`src/rtl/if_stage.sv`:
```
// Instruction fetch stage: owns the PC, keeps one imem request in flight, and
// fills the IF/ID register while honouring stalls and discarding fetches made stale by redirects.
module if_stage #(
    parameter int           N        = 32,
    parameter logic [N-1:0] RESET_PC = 32'h0000_0000,
    parameter logic [N-1:0] NOP      = 32'h0000_0013
) (
    input  logic         clk,
    input  logic         rst_n,
    output logic         imem_req,
    output logic [N-1:0] imem_addr,
    input  logic         imem_rvalid,
    input  logic [N-1:0] imem_rdata,
    input  logic         stall,
    input  logic         redirect,
    input  logic [N-1:0] redirect_pc,
    output logic         if_id_valid,
    output logic [N-1:0] if_id_pc,
    output logic [N-1:0] if_id_pc_plus4,
    output logic [N-1:0] if_id_instr
);

    typedef enum logic [1:0] {
        S_REQ,
        S_WAIT,
        S_HOLD,
        S_DROP
    } state_t;

    state_t       state_q, state_d;
    logic [N-1:0] pc_q, pc_d;
    logic [N-1:0] hold_instr_q, hold_instr_d;
    logic         if_id_valid_q, if_id_valid_d;
    logic [N-1:0] if_id_pc_q, if_id_pc_d;
    logic [N-1:0] if_id_pc_plus4_q, if_id_pc_plus4_d;
    logic [N-1:0] if_id_instr_q, if_id_instr_d;

    logic         deliver;
    logic [N-1:0] deliver_instr;
    logic [N-1:0] pc_plus4;

    assign pc_plus4  = pc_q + N'(4);
    assign imem_req  = (state_q == S_REQ) && !redirect;
    assign imem_addr = pc_q;

    always_comb begin
        state_d       = state_q;
        pc_d          = pc_q;
        hold_instr_d  = hold_instr_q;
        deliver       = 1'b0;
        deliver_instr = imem_rdata;

        case (state_q)
            S_REQ: begin
                if (redirect) begin
                    pc_d = redirect_pc;
                end else begin
                    state_d = S_WAIT;
                end
            end
            S_WAIT: begin
                // Without a response yet, a redirect must still swallow the stale one in DROP.
                if (redirect) begin
                    pc_d    = redirect_pc;
                    state_d = imem_rvalid ? S_REQ : S_DROP;
                end else if (imem_rvalid && !stall) begin
                    deliver       = 1'b1;
                    deliver_instr = imem_rdata;
                    pc_d          = pc_plus4;
                    state_d       = S_REQ;
                end else if (imem_rvalid) begin
                    hold_instr_d = imem_rdata;
                    state_d      = S_HOLD;
                end
            end
            S_HOLD: begin
                if (redirect) begin
                    hold_instr_d = NOP;
                    pc_d         = redirect_pc;
                    state_d      = S_REQ;
                end else if (!stall) begin
                    deliver       = 1'b1;
                    deliver_instr = hold_instr_q;
                    pc_d          = pc_plus4;
                    state_d       = S_REQ;
                end
            end
            S_DROP: begin
                if (redirect) begin
                    pc_d = redirect_pc;
                end else if (imem_rvalid) begin
                    state_d = S_REQ;
                end
            end
            default: state_d = S_REQ;
        endcase
    end

    // Redirect flushes even under stall; otherwise stall freezes IF/ID and idle cycles insert bubbles.
    always_comb begin
        if_id_valid_d    = if_id_valid_q;
        if_id_pc_d       = if_id_pc_q;
        if_id_pc_plus4_d = if_id_pc_plus4_q;
        if_id_instr_d    = if_id_instr_q;

        if (redirect) begin
            if_id_valid_d = 1'b0;
            if_id_instr_d = NOP;
        end else if (stall) begin
            if_id_valid_d = if_id_valid_q;
        end else if (deliver) begin
            if_id_valid_d    = 1'b1;
            if_id_pc_d       = pc_q;
            if_id_pc_plus4_d = pc_plus4;
            if_id_instr_d    = deliver_instr;
        end else begin
            if_id_valid_d = 1'b0;
            if_id_instr_d = NOP;
        end
    end

    always_ff @(posedge clk or negedge rst_n) begin
        if (!rst_n) begin
            state_q          <= S_REQ;
            pc_q             <= RESET_PC;
            hold_instr_q     <= NOP;
            if_id_valid_q    <= 1'b0;
            if_id_pc_q       <= '0;
            if_id_pc_plus4_q <= N'(4);
            if_id_instr_q    <= NOP;
        end else begin
            state_q          <= state_d;
            pc_q             <= pc_d;
            hold_instr_q     <= hold_instr_d;
            if_id_valid_q    <= if_id_valid_d;
            if_id_pc_q       <= if_id_pc_d;
            if_id_pc_plus4_q <= if_id_pc_plus4_d;
            if_id_instr_q    <= if_id_instr_d;
        end
    end

    assign if_id_valid    = if_id_valid_q;
    assign if_id_pc       = if_id_pc_q;
    assign if_id_pc_plus4 = if_id_pc_plus4_q;
    assign if_id_instr    = if_id_instr_q;

endmodule

```
`config.mk`:
```
export PLATFORM = sky130hd
export DESIGN_NAME = if_stage
export DESIGN_NICKNAME = d
export VERILOG_FILES = /design/src/rtl/if_stage.sv
export SDC_FILE = /design/constraint.sdc
export NUM_CORES = 1
export LEC_CHECK = 0
export CAP_MARGIN = 30
export CORE_ASPECT_RATIO = 1.2
export CORE_UTILIZATION = 50
export DETAILED_ROUTE_END_ITERATION = 8
export PLACE_DENSITY_LB_ADDON = 0.12
export SYNTH_ARGS = -nofsm -noshare
export SYNTH_HDL_FRONTEND = slang
export SYNTH_SLANG_ARGS = --single-unit
```
`constraint.sdc`:
```
create_clock -name clk -period 2.8 [get_ports clk]
set_input_delay 0.42 -clock clk [delete_from_list [all_inputs] [get_ports clk]]
set_output_delay 0.42 -clock clk [all_outputs]
set_load 0.02 [all_outputs]
```
==> flow_summary.yaml, run 1 <==
route:
  drtIter0Drc: 416
  vias_per_cell: 5.52
  drt-total-wl_um: 20700
  drc_errors: 0
  ant_nets: 0
  wl_per_cell_um: 17.1
  vias: 6685
  dr.pass1.iters: 5
timing:
  clock.fmax_ghz: 0.416
  hold_viol_final: 0
  post-route-period-util_pct: 85.9
  slew_viol_final: 0
  timing.setup.tns_ns: 0
  relSlewSlack_pct: 31.6
  setup_viol: 0
  worstMarginPinSlew_ns: 1.02
  hold_ws_ns: 0.473
  min_period_ns: 2.41
  rsz0062_at_grt: "no"
  skew_ns: 0.0114
global_route:
  groute.usage.overall_pct: 27.0
  grt_max_degree: 62
  grt_pass1_vias: 6689
  antenna_found_initial: 0
  grt_overflow: 0
  grt_pass1_wl_um: 34100
layout:
  n_antenna_cell: 0
  drive_gt1_share_pct: 11.3
  layout_common_cells: "clkdlybuf4s50_1, nand2_1, dfrtp_1, o21ai_0, nor2_1"
  nNetsFinal: 1067
  layout_commonest_cell: "clkdlybuf4s50_1"
  syn_to_final_growth_pct: 34.5
  final_util_pct: 69.4
clock_tree:
  cts_resized: 0
  htreeDepth: 4
  max-clock-path-buffers: 2
  cts_root_buffer: "clkbuf_16"
  cts_num_sinks: 161
  insertion_delay_ns: 0.42
  cts_tree: "built"
  path_clk_slew_ns: 0.06
  cts_made_buffers: 17
pwr:
  total_power_mw: 10.0
  power.density_nw_per_um2: 954
  ir_drop_mv: 0.564
  power_leakage_nw: 4.36
worst_setup_path:
  cp_max_fo: 5
  arrival_ns: 1.99
  reg2regPathDepth: 6
  critPathCaptureType: "output pin"
  start_kind: "flip-flop"
  crit_type: "flip-flop to output pin"
  required_ns: 2.38
flow_run:
  maxCapViolations: 0
synthesis:
  syn_area_per_cell_um2: 9.50
  ys_warn_count: 0
  synth_cell_type_count: 51
  synth_area_um2: 7820
  yosysSeqAreaShare_pct: 51.6
  synth-main-ff-cell: "dfrtp_1"
  postSynthCellCount: 823
  synth_nets: 897
  synth_edf_count: 0
  synth-async-reset-ratio_pct: 100
  ys_ff_latch: 161
outcome:
  status: "finished clean"
placed_design:
  dp_hpwl_um: 14200
  gp_routability_congestion: 0.793
  io_buffers: 198
die:
  io_pins: 199
  rows: 49
  die_width_um: 116
  start_util_pct: 51.6
  die_y_um: 139
  design.core.area_um2: 15100
  fp.dieArea_um2: 16100
min_path:
  hp-class: "flip-flop to flip-flop"
  holdPathStages: 2
final cells by class:
cell class                      count  area [um2]
Fill cell                        1230        4630
Sequential cell                   161        4040
Multi-Input combinational cell    580        3450
Timing Repair Buffer              227        2230
Clock buffer                       21         440
Tap cell                          204         255
Clock inverter                     11        83.8
Inverter                            6        22.5
cell families (layout without fill, tap and decap cells):
kind of cell	count (synthesis)	count (layout)	synth area share (%)
and+or+nand+nor	336	336	21.2
DFF	161	161	51.6
adders and majority gates	5	5	0.800
AOI/OAI and AO/OA	182	182	14.2
buffers and inverters	82	265	4.69
muxes	38	38	5.38
xor gates and xnor gates	19	19	2.13
metal layers:
| metal | global-route usage, % | vias up | wire length, um |
|---|---|---|---|
| met5 | 0 | - | 0 |
| met4 | 8.77 | 0 | 329 |
| met3 | 5.59 | 27 | 1130 |
| met2 | 44.7 | 205 | 10300 |
| met1 | 35.2 | 3237 | 8940 |
| li1 | - | 3216 | - |
synthesized netlist by cell type (16+ instances only):
master | n | area, um2
clkbuf_1 | 52 | 195
nor2_1 | 37 | 139
mux2_2 | 32 | 360
a21oi_1 | 36 | 180
nand3_1 | 16 | 80.1
o211ai_1 | 18 | 135
dfrtp_1 | 154 | 3850
a31oi_1 | 21 | 131
nand2_1 | 173 | 649
or4_1 | 16 | 120
nor2b_1 | 35 | 219
o21ai_0 | 63 | 315
where the power goes:
group	internal, mW	switching [mW]
sequential	3.17	0.725
combinational	1.92	2.14
clock	1.14	0.944
total	6.22	3.81
through the flow:
stage	cell area, um2	setup slack, ns	instances
floorplan	7820	0.662	823
global placement	9980	0.342	1177
detailed placement	9980	0.281	1177
CTS	10500	0.368	1210
global route	10500	0.263	1210
finish	10500	0.394	1210
registers in the layout (all words and copies together), names as in the netlist:
signal and flops:
imem_addr 32, if_id_pc 32, if_id_instr 32, state_q 2
hold_instr_q 32, if_id_pc_plus4 30, if_id_valid 1
critical path, cell delays in order (launching register included):
cell	delay, ns
dfrtp_1	0.42
inv_1	0.10
ha_1	0.24
nor2b_1	0.16
clkdlybuf4s50_1	0.65
worst paths after layout:
path / start / to / slack [ns]
setup reg to reg: imem_addr[3] / imem_addr[24] / 0.53
min in group asynchronous: rst_n / if_id_instr[7] / 0.54
setup / recovery: state_q[0] / imem_req / 0.39
hold / removal: if_id_pc[24] / if_id_pc[24] / 0.47
hold reg to reg: if_id_pc[24] / if_id_pc[24] / 0.47
max in group asynchronous: rst_n / imem_addr[25] / 1.48
what timing repair did:
item                                    CTS  global route
hold buffers                              1             0
buffers inserted                          0             0
hold endpoints to repair                 26             0
endpoints found under the setup margin    0             0
No activity file was read; power rests on OpenSTA's default activity.
==> run 2: changes to the inputs <==
--- a/config.mk
+++ b/config.mk
@@ -5,10 +5,13 @@
 export SDC_FILE = /design/constraint.sdc
 export NUM_CORES = 1
 export LEC_CHECK = 0
+export ABC_CLOCK_PERIOD_IN_PS = 2800
 export CAP_MARGIN = 30
 export CORE_ASPECT_RATIO = 1.2
 export CORE_UTILIZATION = 50
+export CTS_CLUSTER_DIAMETER = 120
 export DETAILED_ROUTE_END_ITERATION = 8
+export GPL_TIMING_DRIVEN = 0
 export PLACE_DENSITY_LB_ADDON = 0.12
 export SYNTH_ARGS = -nofsm -noshare
 export SYNTH_HDL_FRONTEND = slang
==> flow_summary.yaml, run 2 (synthesis gave the netlist of run 1 again) <==
timing:
  relSlewSlack_pct: 42.2
  post-route-period-util_pct: 94.5
  hold_viol_final: 0
  worstMarginPinSlew_ns: 0.860
  clock.fmax_ghz: 0.378
  slew_viol_final: 0
  hold_ws_ns: 0.473
  setup_viol: 0
  rsz0062_at_grt: "no"
  min_period_ns: 2.65
  skew_ns: 0.0111
worst_setup_path:
  ff2ff_setup_slack_ns: 0.21
  required_ns: 2.38
  reg2regPathDepth: 8
  cpPeakStageDelay_ns: 0.64
  cp_max_fo: 19
  crit_chain: "clkdlybuf4s50_1 -> buf_2 -> nor2b_1 -> clkdlybuf4s50_1"
  critPathCaptureType: "output pin"
  crit_type: "primary input to output pin"
  timing.rr.start: "state_q[0]"
  path_common_cell: "clkdlybuf4s50_1"
  critical-path-slowest-cell: "clkdlybuf4s50_1"
  start_kind: "primary input"
  rr_endpoint: "imem_addr[31]"
  arrival_ns: 2.23
layout:
  ff_latch_area_um2: 4040
  syn_to_final_growth_pct: 37.1
  layout_common_cells: "clkdlybuf4s50_1, nand2_1, dfrtp_1, o21ai_0, clkbuf_1"
  layout_commonest_cell: "clkdlybuf4s50_1"
  multi_input_area_um2: 3420
  n_antenna_cell: 0
  nFillCells: 1232
  drive_gt1_share_pct: 10.5
  nNetsFinal: 1114
  final_cells: 1255
min_path:
  holdPathEnd: "if_id_pc[5]"
  hp-start: "if_id_pc[5]"
  hp-class: "flip-flop to flip-flop"
  holdPathStages: 2
die:
  io_pins: 199
  fp.dieArea_um2: 16100
  design.core.area_um2: 15100
  die_y_um: 139
  start_util_pct: 51.6
  rows: 49
  die_width_um: 116
pwr:
  power_leakage_nw: 4.46
  ir_drop_mv: 0.561
  power.density_nw_per_um2: 986
route:
  vias_per_cell: 5.63
  drc_errors: 0
  drt-total-wl_um: 22900
  wl_per_cell_um: 18.2
  ant_nets: 0
  drtIter0Drc: 600
  vias: 7064
  dr.pass1.iters: 5
flow_run:
  maxCapViolations: 0
global_route:
  grt_pass1_wl_um: 36400
  groute.usage.overall_pct: 29.4
  antenna_found_initial: 0
  grt_max_degree: 83
  grt_overflow: 0
  grt_pass1_vias: 6913
clock_tree:
  max-clock-path-buffers: 2
  cts_tree: "built"
  cts_root_buffer: "clkbuf_16"
  path_clk_slew_ns: 0.06
  cts_num_sinks: 161
  htreeDepth: 4
  cts_made_buffers: 17
  cts_setup_buffers: 0
  insertion_delay_ns: 0.43
placed_design:
  dp.cells: 1225
  gp_routability_congestion: 0.914
  dp_hpwl_um: 16300
  io_buffers: 197
outcome:
  status: "finished clean"
## run 2: cell count changes in the layout (fill, tap and decap cells not counted), sizes merged
cell / delta
bufinv: +4
buf: -3
clkinvlp: -1
clkinv: -3
clkdlybuf4s50: -1
clkbuf: +51
inv: -2
## run 2: worst max path at each step
| stage | from | end | slack [ns] | cells after the start |
|---|---|---|---|---|
| 2_1_floorplan | imem_addr[2] | imem_addr[22] | 0.66 | 6 |
| 3_3_place_gp | rst_n | if_id_pc[10] | -5.30 | 1 |
| 3_5_place_dp | redirect | imem_req | -0.49 | 5 |
| 4_1_cts | redirect | imem_req | 0.12 | 4 |
| 5_1_grt | state_q[0] | hold_instr_q[9] | 0.03 | 7 |
| 6_report | redirect | imem_req | 0.15 | 4 |
## run 2: routing by layer
| layer | share of wire (%) | GRT usage (%) | routed length, um |
|---|---|---|---|
| met4 | 2.3 | 11.3 | 522 |
| met1 | 41 | 37.0 | 9340 |
| met3 | 6.3 | 5.33 | 1430 |
| met2 | 51 | 49.7 | 11600 |
| met5 | 0 | 0 | 0 |
## run 2: stage by stage
stage               area, um2  setup TNS, ns  setup WS (ns)  power [mW]  util [%]
detailed placement      10100          -6.73         -0.486        8.06      66.6
floorplan                7820              0          0.662        6.05         -
CTS                     10700              0          0.125        10.6      70.8
global route            10700              0         0.0258        11.1      70.8
finish                  10700              0          0.155        10.6      70.8
global placement        10000        -840.50          -5.30        7.97      66.3
## run 2: critical path, delay by kind of cell
| kind | cells | cell delay, ns |
|---|---|---|
| buffers and inverters | 3 | 1.71 |
| AND/OR/NAND/NOR | 1 | 0.09 |
## run 2: area by class of cell
cell class	instances	area share [%]
multi-input combinational	580	31.9
tap	204	2.38
clock buffer	21	4.39
timing repair buffer	199	18.8
sequential	161	37.7
clock inverter	9	1.46
inverter	6	0.210
buffer	75	3.22
## run 2: power breakdown
| part | switching [mW] | leakage, nW | internal, mW |
|---|---|---|---|
| clock network | 0.946 | 0.297 | 1.55 |
| registers | 0.591 | 2.01 | 3.17 |
| logic | 2.37 | 2.16 | 1.93 |
## run 2: timing repair
action,in CTS,in global routing
setup endpoints to repair,1,43
gates cloned,0,0
hold buffers,1,0
gates resized for setup,1,7
endpoints found under the hold margin,7,0
==> run 3: changes to the inputs <==
==> constraint.sdc (replaced) <==
create_clock -name clk -period 2.8 [get_ports clk]
set_input_delay 0.56 -clock clk [delete_from_list [all_inputs] [get_ports clk]]
set_output_delay 0.56 -clock clk [all_outputs]
set_load 0.02 [all_outputs]
==> flow_summary.yaml, run 3 (synthesis gave the netlist of run 1 again) <==
outcome:
  status: "finished clean"
worst_setup_path:
  crit_chain: "clkdlybuf4s50_1 -> buf_4 -> clkbuf_4 -> nor2b_1 -> dlygate4sd2_1"
  critPathCaptureType: "output pin"
  critical-path-slowest-cell: "clkdlybuf4s50_1"
  crit_type: "primary input to output pin"
  cp_max_fo: 10
  cpPeakStageDelay_ns: 0.63
  cpLargestDelayFamily: "buffers and inverters"
  critPathBufInv: 4
  start_kind: "primary input"
  required_ns: 2.24
  arrival_ns: 2.17
route:
  vias: 7057
  dr.pass1.iters: 5
  wl_per_cell_um: 18.2
  drt-total-wl_um: 22900
  drtIter0Drc: 559
  ant_nets: 0
  drc_errors: 0
  vias_per_cell: 5.62
global_route:
  use_met3_pct: 5.42
  met1_usage_pct: 37.1
  grt_overflow: 0
  groute.usage.overall_pct: 29.5
  antenna_found_initial: 0
  use_met2_pct: 49.2
  grt_pass1_wl_um: 36500
  grt-busiest-layer: "met2"
  grt_pass1_vias: 6935
  grt_max_degree: 83
clock_tree:
  insertion_delay_ns: 0.43
  cts_root_buffer: "clkbuf_16"
  cts_tree: "built"
  cts_setup_buffers: 0
  htreeDepth: 4
  max-clock-path-buffers: 2
  cts_num_sinks: 161
  path_clk_slew_ns: 0.06
  cts_made_buffers: 17
pwr:
  internal-power_mw: 6.66
  power_leakage_nw: 4.47
  p_switching_mw: 3.89
  p_seq_share_pct: 35.7
  power.density_nw_per_um2: 984
  ir_drop_mv: 0.562
  combPwrFrac_pct: 40.7
  pwr-share-clk_pct: 23.6
  netSwitchingFraction_pct: 36.9
layout:
  syn_to_final_growth_pct: 37.1
  layout_common_cells: "clkdlybuf4s50_1, nand2_1, dfrtp_1, o21ai_0, clkbuf_1"
  multi_input_area_um2: 3420
  drive_gt1_share_pct: 10.7
  layout_commonest_cell: "clkdlybuf4s50_1"
  nFillCells: 1234
  final_cells: 1255
  ff_latch_area_um2: 4040
  nNetsFinal: 1114
  n_antenna_cell: 0
die:
  io_pins: 199
  fp.dieArea_um2: 16100
  die_width_um: 116
  design.core.area_um2: 15100
  rows: 49
  die_y_um: 139
  start_util_pct: 51.6
timing:
  rsz0062_at_grt: "no"
  clock.fmax_ghz: 0.367
  slew_viol_final: 0
  hold_viol_final: 0
  setup_viol: 0
  worstMarginPinSlew_ns: 0.888
  skew_ns: 0.0109
  min_period_ns: 2.73
  timing.setup.tns_ns: 0
  hold_ws_ns: 0.109
  post-route-period-util_pct: 97.3
  relSlewSlack_pct: 40.3
placed_design:
  dp.cells: 1225
  gp_routability_congestion: 0.914
  io_buffers: 197
  dp_hpwl_um: 16300
min_path:
  hp-class: "primary input to asynchronous set/reset pin"
flow_run:
  maxCapViolations: 0
==> run 3: cell types whose count changed in the layout (fill, tap and decap cells not counted) <==
| cell | before | now |
|---|---|---|
| buf_2 | 14 | 13 |
| buf_4 | 9 | 10 |
| clkbuf_1 | 48 | 47 |
| clkbuf_2 | 4 | 5 |
| clkbuf_4 | 0 | 1 |
| clkdlybuf4s50_1 | 196 | 195 |
| dlygate4sd2_1 | 0 | 1 |
| dlygate4sd3_1 | 1 | 0 |
==> run 3: final timing paths <==
check	startpoint	endpoint	slack, ns	depth (start not counted)
min reg2reg	if_id_pc[5]	if_id_pc[5]	0.47	2
min in group clk	if_id_pc[5]	if_id_pc[5]	0.47	2
max in group asynchronous	rst_n	hold_instr_q[0]	1.86	2
max	redirect	imem_req	0.07	5
min	rst_n	if_id_instr[7]	0.11	1
max reg2reg	imem_addr[2]	imem_addr[24]	0.21	6
==> run 3: final cells by class <==
type	instances	share of cell area (%)
Clock buffer	21	4.39
Tap cell	204	2.38
Inverter	6	0.210
Sequential cell	161	37.7
Buffer	76	3.33
Timing Repair Buffer	198	18.7
Multi-Input combinational cell	580	31.9
Clock inverter	9	1.46
==> run 3: timing repair <==
| item | in CTS | in global routing |
|---|---|---|
| endpoints found under the hold margin | 0 | 0 |
| gates resized for setup | 5 | 9 |
| setup endpoints to repair | 1 | 45 |
| hold buffers | 0 | 0 |
==> run 3: per-layer routing <==
| layer | vias to the layer above | wire (um) |
|---|---|---|
| met5 | - | 0 |
| li1 | 3312 | - |
| met1 | 3403 | 9290 |
| met2 | 291 | 11400 |
| met3 | 51 | 1420 |
| met4 | 0 | 737 |
==> run 3: power by group through the flow <==
stage / Combinational (mW) / Sequential [mW] / Clock (mW)
6_report: 4.30 / 3.76 / 2.49
5_1_grt: 4.61 / 3.87 / 2.60
4_1_cts: 4.31 / 3.75 / 2.51
3_5_place_dp: 4.28 / 3.78 / 0
3_3_place_gp: 4.21 / 3.76 / 0
2_1_floorplan: 1.67 / 4.38 / 0
==> run 3: stage by stage <==
stage / setup WS (ns) / instance area, um2 / util [%] / power [mW]
after floorplan: 0.634 / 7820 / - / 6.05
after global placement: -5.44 / 10000 / 66.3 / 7.97
after detailed placement: -0.766 / 10100 / 66.6 / 8.06
after CTS: 0.0471 / 10700 / 70.7 / 10.6
after global routing: 0.0251 / 10700 / 70.8 / 11.1
final: 0.0749 / 10700 / 70.8 / 10.5
